===== src/rtl/cache_control.sv =====
// cache_control: sequencing FSM for a 2-way set-associative, write-back,
// write-allocate cache. It decodes the CPU request against the datapath hit,
// LRU and dirty status. It drives the datapath load/select strobes and the
// physical-memory handshake, and keeps saturating hit/miss counters.
module cache_control #(
  parameter int CNT_WIDTH = 16
) (
  input  logic                 clk,
  input  logic                 reset,
  input  logic                 cache_read,
  input  logic                 cache_write,
  input  logic                 way1_hit,
  input  logic                 way2_hit,
  input  logic                 read_hit,
  input  logic                 write_hit,
  input  logic                 LRU_out,
  input  logic                 dirty_out,
  input  logic                 mem_resp,
  output logic                 R_W,
  output logic                 load_data_1,
  output logic                 load_data_2,
  output logic                 dirty_bit,
  output logic                 load_dirty_1,
  output logic                 load_dirty_2,
  output logic                 load_LRU,
  output logic                 LRU_in,
  output logic                 mem_read,
  output logic                 mem_write,
  output logic                 cache_resp,
  output logic [CNT_WIDTH-1:0] hit_count,
  output logic [CNT_WIDTH-1:0] miss_count
);

  typedef enum logic [1:0] {
    IDLE       = 2'd0,
    WRITE_BACK = 2'd1,
    ALLOCATE   = 2'd2
  } state_t;

  state_t                 state_reg;
  logic                   miss_flag_reg;
  logic [CNT_WIDTH-1:0]   hit_count_reg;
  logic [CNT_WIDTH-1:0]   miss_count_reg;

  logic       request;
  logic       rd_hit;
  logic       wr_hit;
  logic       any_hit;
  logic       miss;
  logic [1:0] way_hit_vec;
  logic [1:0] victim_vec;
  logic [1:0] load_data_vec;
  logic [1:0] load_dirty_vec;

  // Request decode; a simultaneous read and write is handled as a read, so the
  // write path is qualified with the absence of a read.
  always_comb begin
    request     = cache_read | cache_write;
    rd_hit      = cache_read & read_hit;
    wr_hit      = cache_write & ~cache_read & write_hit;
    any_hit     = rd_hit | wr_hit;
    miss        = request & ~any_hit;
    way_hit_vec = {way2_hit, way1_hit};
    victim_vec  = {LRU_out, ~LRU_out};
  end

  // Per-way array strobes: the hit way on a write hit, the victim way when the
  // fill data arrives.
  generate
    for (genvar gi = 0; gi < 2; gi++) begin : g_way
      assign load_data_vec[gi]  = ((state_reg == IDLE) & wr_hit & way_hit_vec[gi]) |
                                  ((state_reg == ALLOCATE) & mem_resp & victim_vec[gi]);
      assign load_dirty_vec[gi] = load_data_vec[gi];
    end
  endgenerate

  assign load_data_1  = load_data_vec[0];
  assign load_data_2  = load_data_vec[1];
  assign load_dirty_1 = load_dirty_vec[0];
  assign load_dirty_2 = load_dirty_vec[1];
  assign hit_count    = hit_count_reg;
  assign miss_count   = miss_count_reg;

  // Remaining outputs: Mealy on the request in IDLE, Moore in the memory states.
  always_comb begin
    R_W        = 1'b0;
    dirty_bit  = 1'b0;
    load_LRU   = 1'b0;
    LRU_in     = 1'b0;
    mem_read   = 1'b0;
    mem_write  = 1'b0;
    cache_resp = 1'b0;
    case (state_reg)
      IDLE: begin
        if (any_hit) begin
          cache_resp = 1'b1;
          load_LRU   = 1'b1;
          LRU_in     = way1_hit;
          R_W        = wr_hit;
          dirty_bit  = wr_hit;
        end
      end
      WRITE_BACK: begin
        R_W       = 1'b1;
        mem_write = 1'b1;
      end
      ALLOCATE: begin
        mem_read = 1'b1;
      end
      default: ;
    endcase
  end

  // State sequencing, miss flag and saturating performance counters.
  always_ff @(posedge clk) begin
    if (reset) begin
      state_reg      <= IDLE;
      miss_flag_reg  <= 1'b0;
      hit_count_reg  <= '0;
      miss_count_reg <= '0;
    end else begin
      case (state_reg)
        IDLE: begin
          if (miss) begin
            state_reg <= dirty_out ? WRITE_BACK : ALLOCATE;
          end
        end
        WRITE_BACK: begin
          if (mem_resp) begin
            state_reg <= ALLOCATE;
          end
        end
        ALLOCATE: begin
          if (mem_resp) begin
            state_reg <= IDLE;
          end
        end
        default: state_reg <= IDLE;
      endcase

      if (state_reg == IDLE && miss) begin
        miss_flag_reg <= 1'b1;
        if (miss_count_reg != '1) begin
          miss_count_reg <= miss_count_reg + 1'b1;
        end
      end

      if (cache_resp) begin
        miss_flag_reg <= 1'b0;
        if (!miss_flag_reg && hit_count_reg != '1) begin
          hit_count_reg <= hit_count_reg + 1'b1;
        end
      end
    end
  end

endmodule


===== config.mk =====
export PLATFORM = sky130hd
export DESIGN_NAME = cache_control
export DESIGN_NICKNAME = d
export VERILOG_FILES = /design/src/rtl/cache_control.sv
export SDC_FILE = /design/constraint.sdc
export NUM_CORES = 1
export LEC_CHECK = 0
export BUFFER_PORTS_ARGS = -buffer_cell sky130_fd_sc_hd__buf_2
export CAP_MARGIN = 40
export CELL_PAD_IN_SITES_DETAIL_PLACEMENT = 2
export CELL_PAD_IN_SITES_GLOBAL_PLACEMENT = 2
export CORE_MARGIN = 2
export CORE_UTILIZATION = 31
export CTS_CLUSTER_DIAMETER = 100
export CTS_CLUSTER_SIZE = 20
export DETAILED_ROUTE_END_ITERATION = 10
export PLACE_DENSITY_LB_ADDON = 0.15
export SLEW_MARGIN = 40
export SYNTH_ARGS = -nofsm -noshare
export SYNTH_HDL_FRONTEND = slang
export SYNTH_SLANG_ARGS = --single-unit

===== constraint.sdc =====
create_clock -name clk -period 2.8 [get_ports clk]
set_input_delay 0.28 -clock clk [delete_from_list [all_inputs] [get_ports clk]]
set_output_delay 0.28 -clock clk [all_outputs]
set_load 0.05 [all_outputs]

After elaboration in Yosys (flattened, before gate mapping)

Index checks and enable logic that the tools add are counted.

Add/sub/neg operators: 2
Equality and inequality tests: 7
Mux-type cells: 14
Bitwise logic cells: 17
Reductions and logical operators: 8

Operators by type and width:

| operator                                                         | count |
|---|---|
| 16-bit by 1-bit adder with 16-bit output (second input constant) | 2 |
| 16-bit inequality test (second input constant)                   | 2 |
| 1-bit bitwise AND                                                | 10 |
| 1-bit 2-to-1 mux                                                 | 8 |
| 2-bit 2-to-1 mux                                                 | 4 |
| 2-bit inequality test (second input constant)                    | 3 |
| 2-bit case mux with 3 select lines                               | 1 |
| 1-bit bitwise OR                                                 | 4 |
| 2-bit AND reduction                                              | 2 |
| 1-bit inverter                                                   | 3 |
| 3-bit AND reduction                                              | 1 |
| 2-bit by 1-bit == test with 1-bit output (second input constant) | 1 |
| 2-bit == test (second input constant)                            | 1 |
| 1-bit logical AND                                                | 2 |
| 2-bit logical NOT                                                | 1 |
| 1-bit case mux with 2 select lines                               | 1 |
| 2-bit OR reduction                                               | 1 |
| 1-bit logical NOT                                                | 1 |

Register bits after elaboration: 35
Bits of input ports: 11
Output and inout port bits: 43
Word-level logic and storage cells: 52

Longest topological paths before layout

Word-level depth: 8
Mapped depth: 7
Mapped depth without buffers: 6

Least setup slack after synthesis

Ideal clock, no wire load.

Kind: register -> output
Start: register state_reg[1]
End: output port load_dirty_1
Data arrival time: 2.889 ns
Data required time: 2.520 ns
Path slack: -0.369 ns
Cell stages (with the launch flop): 5
Path buffers: 1
Path through: dfxtp_1 nor2b_1 nand2_1 o21ai_0 buf_4

Longest elaborated chain between the ends: 4
Elaborated cells between the ends (all ways): 7

Ends and longest elaborated chain:

| item                                               | RTL line | RTL |
|---|---|---|
| from (decl)                                        | 40       | `state_t state_reg;` |
| from (signal assigned)                             | 125      | `state_reg <= dirty_out ? WRITE_BACK : ALLOCATE;` |
| 2-bit == test or 2-bit logical NOT (tied branches) | 72, 71   |  |
| 1-bit bitwise AND (on tied branches) (2 in series) | 72, 71   |  |
| 1-bit bitwise OR (*)                               | 71       | `assign load_data_vec[gi] = ((state_reg == IDLE) & wr_hit & way_hit_vec[gi]) \|` |
| to (decl)                                          | 23       | `output logic load_dirty_1,` |

Mark *: on every way between the ends. The rest lies on a longest branch, timed or not.

Final worst setup path

Start: register state_reg[0]
End: register hit_count_reg[5], in the netlist hit_count[5]

Longest elaborated chain between the ends: 3

Ends and longest elaborated chain:

| item                                 | RTL line | RTL |
|---|---|---|
| 2-bit logical NOT                    | 93       | `case (state_reg)` |
| 1-bit 2-to-1 mux                     | 93       |  |
| 2-bit AND reduction (no source line) | -        |  |
| to (signal assigned)                 | 151      | `hit_count_reg <= hit_count_reg + 1'b1;` |
| to (decl)                            | 42       | `logic [CNT_WIDTH-1:0] hit_count_reg;` |

Every way passes these cells.
A chain may end at the register's enable or synchronous reset.

==> results.sh <==
export IMPL_clk_latency_ns=0.29
export IMPL_status="completed"
export IMPL_dpl_instance_area_sq_mm=0.002152
export IMPL_rsz0062_at_grt="false"
export IMPL_dp_hpwl_mm=3.836
export IMPL_synth_seq_cells=35
export IMPL_die_area_sq_mm=0.006518
export IMPL_hold_slack_ns=0.3397
export IMPL_fin_crit_ns=2.075
export IMPL_yosysTopAreaCellShare=0.3838
export IMPL_drv_cap=0
export IMPL_fin_area_sq_mm=0.002240
export IMPL_preCtsSetupSlack_ns=0.6947
export IMPL_hold_class="in2reg"
export IMPL_r2r_cells=6
export IMPL_io_pins=54
export IMPL_synth_edf_count=0
export IMPL_area_growth_pct=22.69
export IMPL_design_core_area_sq_mm=0.005608
export IMPL_viasPerCell=5.096
export IMPL_antennaDiodeCount=0
export IMPL_fin_worst_skew_ns=0.006744
export IMPL_routed_wl_mm=5.041
export IMPL_syn_inst=220
export IMPL_final_setup_tns_ns=0
export IMPL_setup_violations=0
export IMPL_end_kind="flop"
export IMPL_finalPower_mw=1.051
export IMPL_final_nets=286
export IMPL_crit_path_end="hit_count[5]"
export IMPL_grtUsageTotal=0.1618
export IMPL_dp_cells=338
export IMPL_ys_types=46
export IMPL_antenna_found_initial=0
export IMPL_numCtsBuffers=5
export IMPL_drt_iter0_markers=54
export IMPL_finalCritPeriodShare=0.7412
export IMPL_timing_fmax_mhz=481.8
export IMPL_powerDensity_mw_per_mm2=469.3
export IMPL_clkSinkCount=35
export IMPL_die_y_um=80.74
export IMPL_yosysTopAreaCell="dfxtp_1"
export IMPL_drive_above_1_share=0.2674
export IMPL_r2r_start="state_reg[0]"
export IMPL_start_kind="flop"
export IMPL_num_vias=1758
export IMPL_grt_max_degree=40
export IMPL_ys_top_cells_by_area="dfxtp_1 38%, nor2_1 6.2%, xnor2_1 5.8%"
export IMPL_ys_flop_type="dfxtp_1"
export IMPL_ys_warn_count=0
export IMPL_path_clk_slew_ns=0.07
export IMPL_clock_path_buffers=2
export IMPL_hold_viol=0
export IMPL_worstPathArrival_ns=2.28
export IMPL_initial_core_util=0.3255
export IMPL_cts_root_buf="clkbuf_8"
export IMPL_rrSetupSlack_ns=0.72
export IMPL_synth_area_sq_mm=0.001826
export IMPL_layout_cells_non_filler=345
export IMPL_startpoint="state_reg[0]"
export IMPL_slew_limit_headroom=0.5258
export IMPL_worst_pin_slew_ns=0.7113
export IMPL_async_reset_ff_frac=0
export IMPL_gr_total_overflow=0
export IMPL_die_w_um=80.74
export IMPL_wl_per_cell_um=14.61
export IMPL_portBuffers=53
export IMPL_synth_area_per_cell_sq_um=8.298
export IMPL_drtAntennaViolNets=0
export IMPL_drt_first_pass_iters=3
export IMPL_synth_net_count=233
export IMPL_peakVddDrop_uv=194.8
export IMPL_rows=27
export IMPL_required_ns=3.01
export IMPL_grt_pass1_wl_mm=8.328
export IMPL_p_leak_nw=0.9269
export IMPL_critical_path_class="reg2reg"
export IMPL_holdBufCountCts=0
export IMPL_slew_violations=0
export IMPL_utilization=0.3994
export IMPL_cts_setup_buffers=0
export IMPL_crit_fanout=12
export IMPL_htreeDepth=2
export IMPL_grt_pass1_vias=1741
export IMPL_ys_seq_area_frac=0.3838
export IMPL_r2r_end="hit_count[5]"
export IMPL_drc=0
export IMPL_fin_ws_ns=0.7245
export IMPL_place_congestion=0.7037
export IMPL_cts_tree="done"
export IMPL_cts_resized_gates=0
[critical path, cell delays in order, from the launching register on]
cell,delay (ns)
dfxtp_1,0.36
or3_1,0.43
a21oi_2,0.28
o31ai_4,0.16
buf_4,0.21
or4_1,0.41
a21oi_1,0.15
[cells in the mapped netlist, types with 2 or more instances]
master    instances
a21oi_1           9
and2_1            3
and3_1            4
buf_4             3
clkbuf_1          6
dfxtp_1          35
ha_1              2
inv_1             5
mux2i_1           4
nand2_1          16
nand2b_1          2
nand3_1          14
nand4_1           5
nor2_1           30
nor2b_1           4
nor3_1           14
nor3_2            3
nor3b_1           2
nor4_1            8
o21a_1            2
o21ai_0           3
o21ai_1           3
o21ba_1           2
o31ai_1           2
or3_1             3
or4_1             2
xnor2_1          12
xor2_1            4
[logic make-up after synthesis]
kind of cell,Yosys count,share of synthesized area
compound gates,31,0.1241
fa+ha+maj,2,0.01371
flops,35,0.3838
simple gates,116,0.3324
xor+xnor,16,0.07676
buf+inv,15,0.04112
mux,5,0.02810
[area by class of cell]
cell class	instances	area, sq um
clock inverters	1	5.005
fillers	676	3368
inverters	5	18.77
flip-flops and latches	35	700.7
multi-input cells	170	1055
repair buffers	56	287.8
well taps	72	90.09
clock buffers	6	82.58
[worst min path at each step]
| stage | endpoint | slack [ns] | depth (start not counted) | start |
|---|---|---|---|---|
| after floorplan | hit_count[6] | 0.45 | 2 | reset |
| after global placement | miss_flag_reg | 0.50 | 2 | miss_flag_reg |
| after detailed placement | miss_count[1] | 0.51 | 2 | miss_count[1] |
| after CTS | state_reg[0] | 0.33 | 4 | dirty_out |
| after global routing | state_reg[0] | 0.33 | 4 | dirty_out |
| final | state_reg[0] | 0.34 | 4 | dirty_out |
[metal layers]
layer	vias to the layer above	wire, um	global-route usage
met5	-	0	0
li1	883	-	-
met4	0	66	0.05593
met2	25	2578	0.2833
met1	846	2243	0.2005
met3	4	153	0.02778
[cells in the final DEF (no fill, tap or decap), types with 2 or more instances in the layout]
| master | Yosys | layout |
|---|---|---|
| nand2b_1 | 2 | 2 |
| o21ai_1 | 3 | 4 |
| nor3_1 | 14 | 13 |
| nor2_1 | 30 | 30 |
| xnor2_1 | 12 | 12 |
| nand3_1 | 14 | 14 |
| a21oi_1 | 9 | 9 |
| ha_1 | 2 | 2 |
| nor4_1 | 8 | 8 |
| or4_1 | 2 | 2 |
| nand2_1 | 16 | 16 |
| o21ba_1 | 2 | 2 |
| buf_2 | 0 | 53 |
| nor3_2 | 3 | 4 |
| nor3b_1 | 2 | 2 |
| dfxtp_1 | 35 | 35 |
| inv_1 | 5 | 5 |
| o21ai_0 | 3 | 2 |
| mux2i_1 | 4 | 4 |
| buf_4 | 3 | 3 |
| xor2_1 | 4 | 4 |
| and3_1 | 4 | 4 |
| clkbuf_8 | 0 | 6 |
| o21a_1 | 2 | 2 |
| nand4_1 | 5 | 5 |
| nor2b_1 | 4 | 4 |
| or3_1 | 3 | 3 |
| o31ai_1 | 2 | 2 |
| and2_1 | 3 | 3 |
[power by group]
group	internal [mW]	switching [mW]	total [mW]
Combinational	0.0428	0.117	0.160
Sequential	0.507	0.0116	0.519
Clock	0.193	0.179	0.372
Total	0.743	0.308	1.05
Power figures use the tool's default switching activity.
